$ cat config.mk
export PLATFORM = sky130hd
export DESIGN_NAME = dma_cmd_scheduler
export DESIGN_NICKNAME = d
export VERILOG_FILES = /design/src/rtl/dma_cmd_scheduler.sv
export SDC_FILE = /design/constraint.sdc
export NUM_CORES = 1
export LEC_CHECK = 0
export ABC_CLOCK_PERIOD_IN_PS = 16500
export BUFFER_PORTS_ARGS = -buffer_cell sky130_fd_sc_hd__buf_4
export CORE_AREA = 2 2 174 176
export CTS_CLUSTER_DIAMETER = 80
export DETAILED_ROUTE_END_ITERATION = 7
export DIE_AREA = 0 0 176 178
export PLACE_DENSITY = 0.61
export RECOVER_POWER = 100
export SETUP_SLACK_MARGIN = 0.5
export SYNTH_ARGS = -nofsm -noshare
export SYNTH_HDL_FRONTEND = slang
export SYNTH_SLANG_ARGS = --single-unit
$ cat constraint.sdc
create_clock -name ACLK -period 16.5 [get_ports ACLK]
set_input_delay 4.125 -clock ACLK [delete_from_list [all_inputs] [get_ports ACLK]]
set_output_delay 4.125 -clock ACLK [all_outputs]
set_load 0.02 [all_outputs]
$ cat src/rtl/dma_cmd_scheduler.sv
// dma_cmd_scheduler: round-robin arbiter over NUM_CH DMA requesters that issues one
// read/write command pair at a time, collects both statuses and reports completion
// on the granted channel.
// Optional watchdog: define DMA_SCHED_TIMEOUT_EN to abort stalled transfers after
// TIMEOUT_CYCLES cycles in ISSUE/WAIT (DoneStat 11).

module dma_cmd_scheduler #(
  parameter int unsigned NUM_CH         = 4,
  parameter int unsigned ADDR_W         = 32,
  parameter int unsigned LEN_W          = 16,
  parameter int unsigned TIMEOUT_CYCLES = 4096
) (
  input  logic                       ACLK,
  input  logic                       ARESET,
  input  logic [NUM_CH-1:0]          ReqValid,
  output logic [NUM_CH-1:0]          ReqReady,
  input  logic [NUM_CH*ADDR_W-1:0]   ReqSrc,
  input  logic [NUM_CH*ADDR_W-1:0]   ReqDst,
  input  logic [NUM_CH*LEN_W-1:0]    ReqLen,
  output logic                       RdCmdValid,
  input  logic                       RdCmdReady,
  output logic [ADDR_W-1:0]          RdCmdAddr,
  output logic [LEN_W-1:0]           RdCmdLen,
  output logic                       WrCmdValid,
  input  logic                       WrCmdReady,
  output logic [ADDR_W-1:0]          WrCmdAddr,
  output logic [LEN_W-1:0]           WrCmdLen,
  input  logic                       RdStatValid,
  output logic                       RdStatReady,
  input  logic [1:0]                 RdStat,
  input  logic                       WrStatValid,
  output logic                       WrStatReady,
  input  logic [1:0]                 WrStat,
  output logic [NUM_CH-1:0]          DoneValid,
  input  logic [NUM_CH-1:0]          DoneReady,
  output logic [1:0]                 DoneStat,
  output logic                       Busy,
  output logic [$clog2(NUM_CH)-1:0]  GrantId
);

  localparam int unsigned IdW = $clog2(NUM_CH);

  typedef enum logic [1:0] {StIdle, StIssue, StWait, StDone} state_e;

  state_e             state_q, state_d;
  logic [IdW-1:0]     rr_ptr_q, grant_q;
  logic [ADDR_W-1:0]  src_q, dst_q;
  logic [LEN_W-1:0]   len_q;
  logic               rd_cmd_done_q, wr_cmd_done_q;
  logic               rd_stat_got_q, wr_stat_got_q;
  logic [1:0]         rd_stat_q, wr_stat_q;
  logic [1:0]         done_stat_q, done_stat_d;

  logic [IdW-1:0]     sel_id;
  logic               sel_found;
  logic [IdW:0]       rr_idx;
  logic [LEN_W-1:0]   sel_len;
  logic               accept;
  logic               rd_cmd_hs, wr_cmd_hs, rd_stat_hs, wr_stat_hs;
  logic               rd_cmd_now, wr_cmd_now, rd_stat_now, wr_stat_now;
  logic [1:0]         rd_stat_eff, wr_stat_eff;
  logic               timeout, rd_drain, wr_drain, draining;

  // Round-robin search starting one past the last granted channel
  always_comb begin
    sel_found = 1'b0;
    sel_id    = '0;
    rr_idx    = '0;
    for (int k = 1; k <= int'(NUM_CH); k++) begin
      rr_idx = {1'b0, rr_ptr_q} + (IdW+1)'(k);
      if (rr_idx >= (IdW+1)'(NUM_CH)) rr_idx = rr_idx - (IdW+1)'(NUM_CH);
      if (!sel_found && ReqValid[rr_idx[IdW-1:0]]) begin
        sel_found = 1'b1;
        sel_id    = rr_idx[IdW-1:0];
      end
    end
  end

  assign sel_len = ReqLen[sel_id*LEN_W +: LEN_W];
  // ARESET gates the grant so nothing is accepted while reset is held
  assign accept  = (state_q == StIdle) && sel_found && !ARESET && !draining;

  assign rd_cmd_hs  = RdCmdValid & RdCmdReady;
  assign wr_cmd_hs  = WrCmdValid & WrCmdReady;
  assign rd_stat_hs = RdStatValid & RdStatReady;
  assign wr_stat_hs = WrStatValid & WrStatReady;

  // "now" views fold in this cycle's handshake so decisions need no extra cycle
  assign rd_cmd_now  = rd_cmd_done_q | rd_cmd_hs;
  assign wr_cmd_now  = wr_cmd_done_q | wr_cmd_hs;
  assign rd_stat_now = rd_stat_got_q | rd_stat_hs;
  assign wr_stat_now = wr_stat_got_q | wr_stat_hs;
  assign rd_stat_eff = rd_stat_got_q ? rd_stat_q : RdStat;
  assign wr_stat_eff = wr_stat_got_q ? wr_stat_q : WrStat;
  assign draining    = rd_drain | wr_drain;

  // Next-state and completion status
  always_comb begin
    state_d     = state_q;
    done_stat_d = done_stat_q;
    unique case (state_q)
      StIdle: begin
        if (accept) begin
          if (sel_len == '0) begin
            state_d     = StDone;
            done_stat_d = 2'b00;
          end else begin
            state_d = StIssue;
          end
        end
      end
      StIssue: begin
        if (timeout) begin
          state_d     = StDone;
          done_stat_d = 2'b11;
        end else if (rd_cmd_now && wr_cmd_now) begin
          state_d = StWait;
        end
      end
      StWait: begin
        if (rd_stat_now && wr_stat_now) begin
          state_d     = StDone;
          done_stat_d = (rd_stat_eff != 2'b00) ? rd_stat_eff : wr_stat_eff;
        end else if (timeout) begin
          state_d     = StDone;
          done_stat_d = 2'b11;
        end
      end
      StDone: begin
        if (DoneReady[grant_q]) state_d = StIdle;
      end
      default: state_d = StIdle;
    endcase
  end

  // Handshake outputs decoded from state
  always_comb begin
    ReqReady    = '0;
    RdCmdValid  = 1'b0;
    WrCmdValid  = 1'b0;
    RdStatReady = 1'b0;
    WrStatReady = 1'b0;
    DoneValid   = '0;
    if (accept) ReqReady[sel_id] = 1'b1;
    unique case (state_q)
      StIdle: begin
        RdStatReady = rd_drain;
        WrStatReady = wr_drain;
      end
      StIssue: begin
        RdCmdValid  = !rd_cmd_done_q;
        WrCmdValid  = !wr_cmd_done_q;
        RdStatReady = 1'b1;
        WrStatReady = 1'b1;
      end
      StWait: begin
        RdStatReady = 1'b1;
        WrStatReady = 1'b1;
      end
      StDone:  DoneValid[grant_q] = 1'b1;
      default: ;
    endcase
  end

  assign RdCmdAddr = src_q;
  assign RdCmdLen  = len_q;
  assign WrCmdAddr = dst_q;
  assign WrCmdLen  = len_q;
  assign DoneStat  = done_stat_q;
  assign Busy      = (state_q != StIdle);
  assign GrantId   = grant_q;

  // State register
  always_ff @(posedge ACLK or posedge ARESET) begin
    if (ARESET) state_q <= StIdle;
    else        state_q <= state_d;
  end

  // Latch the granted request and track per-transfer handshake progress
  always_ff @(posedge ACLK or posedge ARESET) begin
    if (ARESET) begin
      rr_ptr_q      <= IdW'(NUM_CH - 1);
      grant_q       <= '0;
      src_q         <= '0;
      dst_q         <= '0;
      len_q         <= '0;
      rd_cmd_done_q <= 1'b0;
      wr_cmd_done_q <= 1'b0;
      rd_stat_got_q <= 1'b0;
      wr_stat_got_q <= 1'b0;
      rd_stat_q     <= 2'b00;
      wr_stat_q     <= 2'b00;
      done_stat_q   <= 2'b00;
    end else begin
      done_stat_q <= done_stat_d;
      if (accept) begin
        rr_ptr_q      <= sel_id;
        grant_q       <= sel_id;
        src_q         <= ReqSrc[sel_id*ADDR_W +: ADDR_W];
        dst_q         <= ReqDst[sel_id*ADDR_W +: ADDR_W];
        len_q         <= sel_len;
        rd_cmd_done_q <= 1'b0;
        wr_cmd_done_q <= 1'b0;
        rd_stat_got_q <= 1'b0;
        wr_stat_got_q <= 1'b0;
      end else begin
        if (rd_cmd_hs) rd_cmd_done_q <= 1'b1;
        if (wr_cmd_hs) wr_cmd_done_q <= 1'b1;
        if (rd_stat_hs && !rd_stat_got_q) begin
          rd_stat_got_q <= 1'b1;
          rd_stat_q     <= RdStat;
        end
        if (wr_stat_hs && !wr_stat_got_q) begin
          wr_stat_got_q <= 1'b1;
          wr_stat_q     <= WrStat;
        end
      end
    end
  end

`ifdef DMA_SCHED_TIMEOUT_EN
  localparam int unsigned CntW = $clog2(TIMEOUT_CYCLES + 1);

  logic [CntW-1:0] tmo_cnt_q;
  logic            rd_drain_q, wr_drain_q;
  logic            tmo_fire;

  // IDLE always precedes ISSUE, so clearing there restarts the count per transfer
  always_ff @(posedge ACLK or posedge ARESET) begin
    if (ARESET)                                        tmo_cnt_q <= '0;
    else if (state_q == StIdle)                        tmo_cnt_q <= '0;
    else if (state_q == StIssue || state_q == StWait)  tmo_cnt_q <= tmo_cnt_q + 1'b1;
  end

  assign timeout  = (state_q == StIssue || state_q == StWait) &&
                    (tmo_cnt_q == CntW'(TIMEOUT_CYCLES - 1));
  // Completion in the same cycle as expiry wins over the abort
  assign tmo_fire = timeout && !(state_q == StWait && rd_stat_now && wr_stat_now);

  // Owe a status only for commands that were actually handed over
  always_ff @(posedge ACLK or posedge ARESET) begin
    if (ARESET) begin
      rd_drain_q <= 1'b0;
      wr_drain_q <= 1'b0;
    end else if (tmo_fire) begin
      rd_drain_q <= rd_cmd_now && !rd_stat_now;
      wr_drain_q <= wr_cmd_now && !wr_stat_now;
    end else if (state_q == StIdle) begin
      if (RdStatValid) rd_drain_q <= 1'b0;
      if (WrStatValid) wr_drain_q <= 1'b0;
    end
  end

  assign rd_drain = rd_drain_q;
  assign wr_drain = wr_drain_q;
`else
  logic unused_tmo;

  assign timeout    = 1'b0;
  assign rd_drain   = 1'b0;
  assign wr_drain   = 1'b0;
  assign unused_tmo = ^TIMEOUT_CYCLES;
`endif

endmodule

==> summary.md <==
- violations in the final reports: max-capacitance violations, max-slew violations
- Max-Cap Viols: 4
- total congestion overflow: 0
- part of the Yosys area used for sequential elements: 36.5%
- Yosys warning count: 0
- worst min path class: reg2reg
- number of gates on the worst path with buffers counted: 6
- die area: 0.0313 mm²
- final clock skew: 0.0141 ns
- number of stages on the worst hold path: 2
- post-synthesis sequential element count: 96
- mean area per synthesized cell: 6.53 µm²
- origin of the worst setup path: ARESET
- Clk Latency, worst-skew pair: 0.35 ns
- vertical extent of the die: 178 µm
- max incr delay on CP: 1.86 ns
- Post-Syn Instances: 1008
- cells resized by post-CTS repair: 0
- net count after synthesis: 1351
- top-area cell type share of the netlist area: 35.7%
- detailed placer's ending HPWL: 21.4 mm
- slack of the worst reg-to-reg path: 11.46 ns
- number of setup buffers added after CTS: 0
- status: complete, but fails checks
- number of cells on the worst reg-to-reg path: 7
- worst setup timing slack at the placement stage: 5.85 ns
- initial antenna violation count: 2
- number of buffers created by CTS: 9
- critical path's slowest cell: sky130_fd_sc_hd__clkinvlp_2
- cell at the root of the clock tree: sky130_fd_sc_hd__clkbuf_16
- pwr dens: 159 mW/mm²
- kind of start point of the critical path: input port
- vias after detailed routing: 8198
- final worst slack: 4.06 ns
- DRC violation count after routing: 0
- storage element area: 0.00240 mm²
- number of global-route vias before repair: 7696
- worst setup path category: in2out
- critical path peak fanout: 53
- depth of the CTS H-tree: 3
- hold violation total from the final report: 0
- total clock sinks: 96
- I/O pin cnt: 451
- Arrival @ worst endpoint: 8.31 ns
- setup violators final: 0
- top cell types by occurrence after synthesis: sky130_fd_sc_hd__nand2_1, sky130_fd_sc_hd__nand3_1, sky130_fd_sc_hd__dfrtp_1
- Critical path destination: ReqReady[2]
- endpoint of the worst register-to-register path: state_q[1]
- commonest register cell after synthesis: sky130_fd_sc_hd__dfrtp_1
- GRT Resource Usage Total: 17.2%
- ys async rst share: 100%
- cell taking the most area after synthesis: sky130_fd_sc_hd__dfrtp_1
- transition at the pin with the smallest max-transition slack: 4.10 ns
- per-cell via count in the routed design: 4.59
- Max-slew headroom: -173%
- TritonCTS clock tree: yes
- Routed Wire Length: 28.1 mm
- number of routed nets with antenna violations: 0
- number of optimization iterations in the first detailed-route pass: 5
- maximum buffer depth of the clock tree: 2
- sequence of cells on the critical path: clkbuf_4, clkinvlp_2, and3_1, nand2_1, nor2_1, clkbuf_1
- CP required: 12.38 ns
- cell types occupying the most area after synthesis: sky130_fd_sc_hd__dfrtp_1, sky130_fd_sc_hd__nand2_1, sky130_fd_sc_hd__nand3_1
- synthesis-to-finish area growth: 52.1%
- count of hold-fix buffers inserted at cts: 0
- Final nets: 1732
- RD Place Congestion: 0.849
- core area: 0.0294 mm²
- clock input transition at the sequential cells of the worst setup and hold paths: 0.07 ns
- detail-routed net length per standard cell: 15.8 µm
- Chip Width: 176 µm
- maximum VDD drop: 0.0719 mV
- standby leakage power: 0.00514 µW
- share of the clock period used by the worst path after layout: 75.4%
- Post-Syn Area: 0.00659 mm²
- number of core rows: 63
- number of fill cells in the layout: 3288
- setup repair after global routing missed its margin: no
- ratio of cells with drive above 1 in the final layout: 26.8%
- time the worst path needs with I/O delays and setup: 12.44 ns
- number of enable flip-flop cells after synthesis: 0
- effective utilization at floorplan: 22.4%
- multi-input combinational cell area: 0.00377 mm²
- FF-to-FF Start: state_q[0]
- type of destination of the critical path: primary output
- number of slew-limit violations in the final report: 242
- violation count after the first detailed-route iteration: 416
- setup TNS: 0 ns
- maximum number of pins on one net before global-route repair: 101
- leading cell type by number of instances after synthesis: sky130_fd_sc_hd__nand2_1
- Port Buffer Count: 450
- global-route wire length before repair: 41.9 mm
- number of distinct library cell variants in the gate-level netlist after synthesis: 40
- kind of cell adding the most delay to the critical path: buffers and inverters
- timing-limited maximum frequency: 80.4 MHz
- Critical path buffers and inverters: 3
sequential cells by signal (all words and copies together) (netlist names):
register	count
rr_ptr_q	2
rd_cmd_done_q	1
rd_stat_q	2
WrCmdAddr	32
DoneStat	2
wr_cmd_done_q	1
wr_stat_got_q	1
RdCmdLen	16
GrantId	2
wr_stat_q	2
rd_stat_got_q	1
state_q	2
RdCmdAddr	32
final cells by class:
type                            count  share of cell area (%)
Multi-Input combinational cell    816                    37.7
Timing Repair Buffer              458                    30.0
Sequential cell                    96                    24.0
Tap cell                          390                    4.87
Clock buffer                        9                    2.25
Clock inverter                      7                   0.874
Inverter                            8                   0.312
Antenna cell                        2                  0.0500
layer usage:
metal / part of all wire (%) / track usage (%) / up-vias / wire (µm)
met3: 6.6 / 3.37 / 24 / 1870
met2: 52 / 31.3 / 341 / 14700
met5: 0 / 0 / - / 0
met4: 1.7 / 4.82 / 0 / 471
met1: 39 / 20.5 / 3783 / 11100
li1: - / - / 4050 / -
cell families after synthesis:
| group | synth area share [%] |
|---|---|
| simple gates | 49.0 |
| fa+ha+maj | 0.950 |
| flops | 36.5 |
| mux | 3.61 |
| buf+inv | 6.86 |
| compound gates | 3.12 |
worst min-delay path: cells and delay by family (launching register included):
family,cells,cell delay (ns)
simple gates,2,0.10
flops,1,0.34
cell usage in the layout (no fill, tap or decap), drive strengths merged, types with 2 or more instances in the layout:
master	instances
nand2	475
buf	341
nand3	230
clkbuf	126
dfrtp	94
nor2	20
mux2i	17
nor3	11
inv	10
nor4	9
a21oi	8
o21ai	7
ha	5
mux2	4
nand2b	3
and3	3
nor2b	3
clkinv	3
diode	2
o211ai	2
o31ai	2
a31oi	2
nor3b	2
nand4b	2
dfstp	2
power by group:
group          switching [µW]  total (µW)  internal [µW]
clock                     102         223            121
sequential               77.3         425            348
combinational             646         944            298
total                     826        1590            767
worst min-delay path by stage:
stage                             start            end  slack, ns
final                     WrCmdAddr[31]  WrCmdAddr[31]       0.47
after detailed placement   WrCmdAddr[6]   WrCmdAddr[6]       0.46
after global placement    RdCmdAddr[28]  RdCmdAddr[28]       0.46
after floorplan             rr_ptr_q[1]    rr_ptr_q[1]       0.46
after CTS                 WrCmdAddr[31]  WrCmdAddr[31]       0.48
after global routing      RdCmdAddr[18]  RdCmdAddr[18]       0.50
per-stage QoR:
step	area (µm²)	util (%)	std cells	power, µW	hold WS [ns]
floorplan	6590	-	1008	1080	0.458
global placement	10100	34.5	1768	1470	0.460
detailed placement	10100	34.5	1768	1480	0.464
CTS	10500	35.6	1784	1720	0.483
global route	10000	34.1	1786	1730	0.500
finish	10000	34.1	1786	1590	0.473
Power figures use the tool's default switching activity.
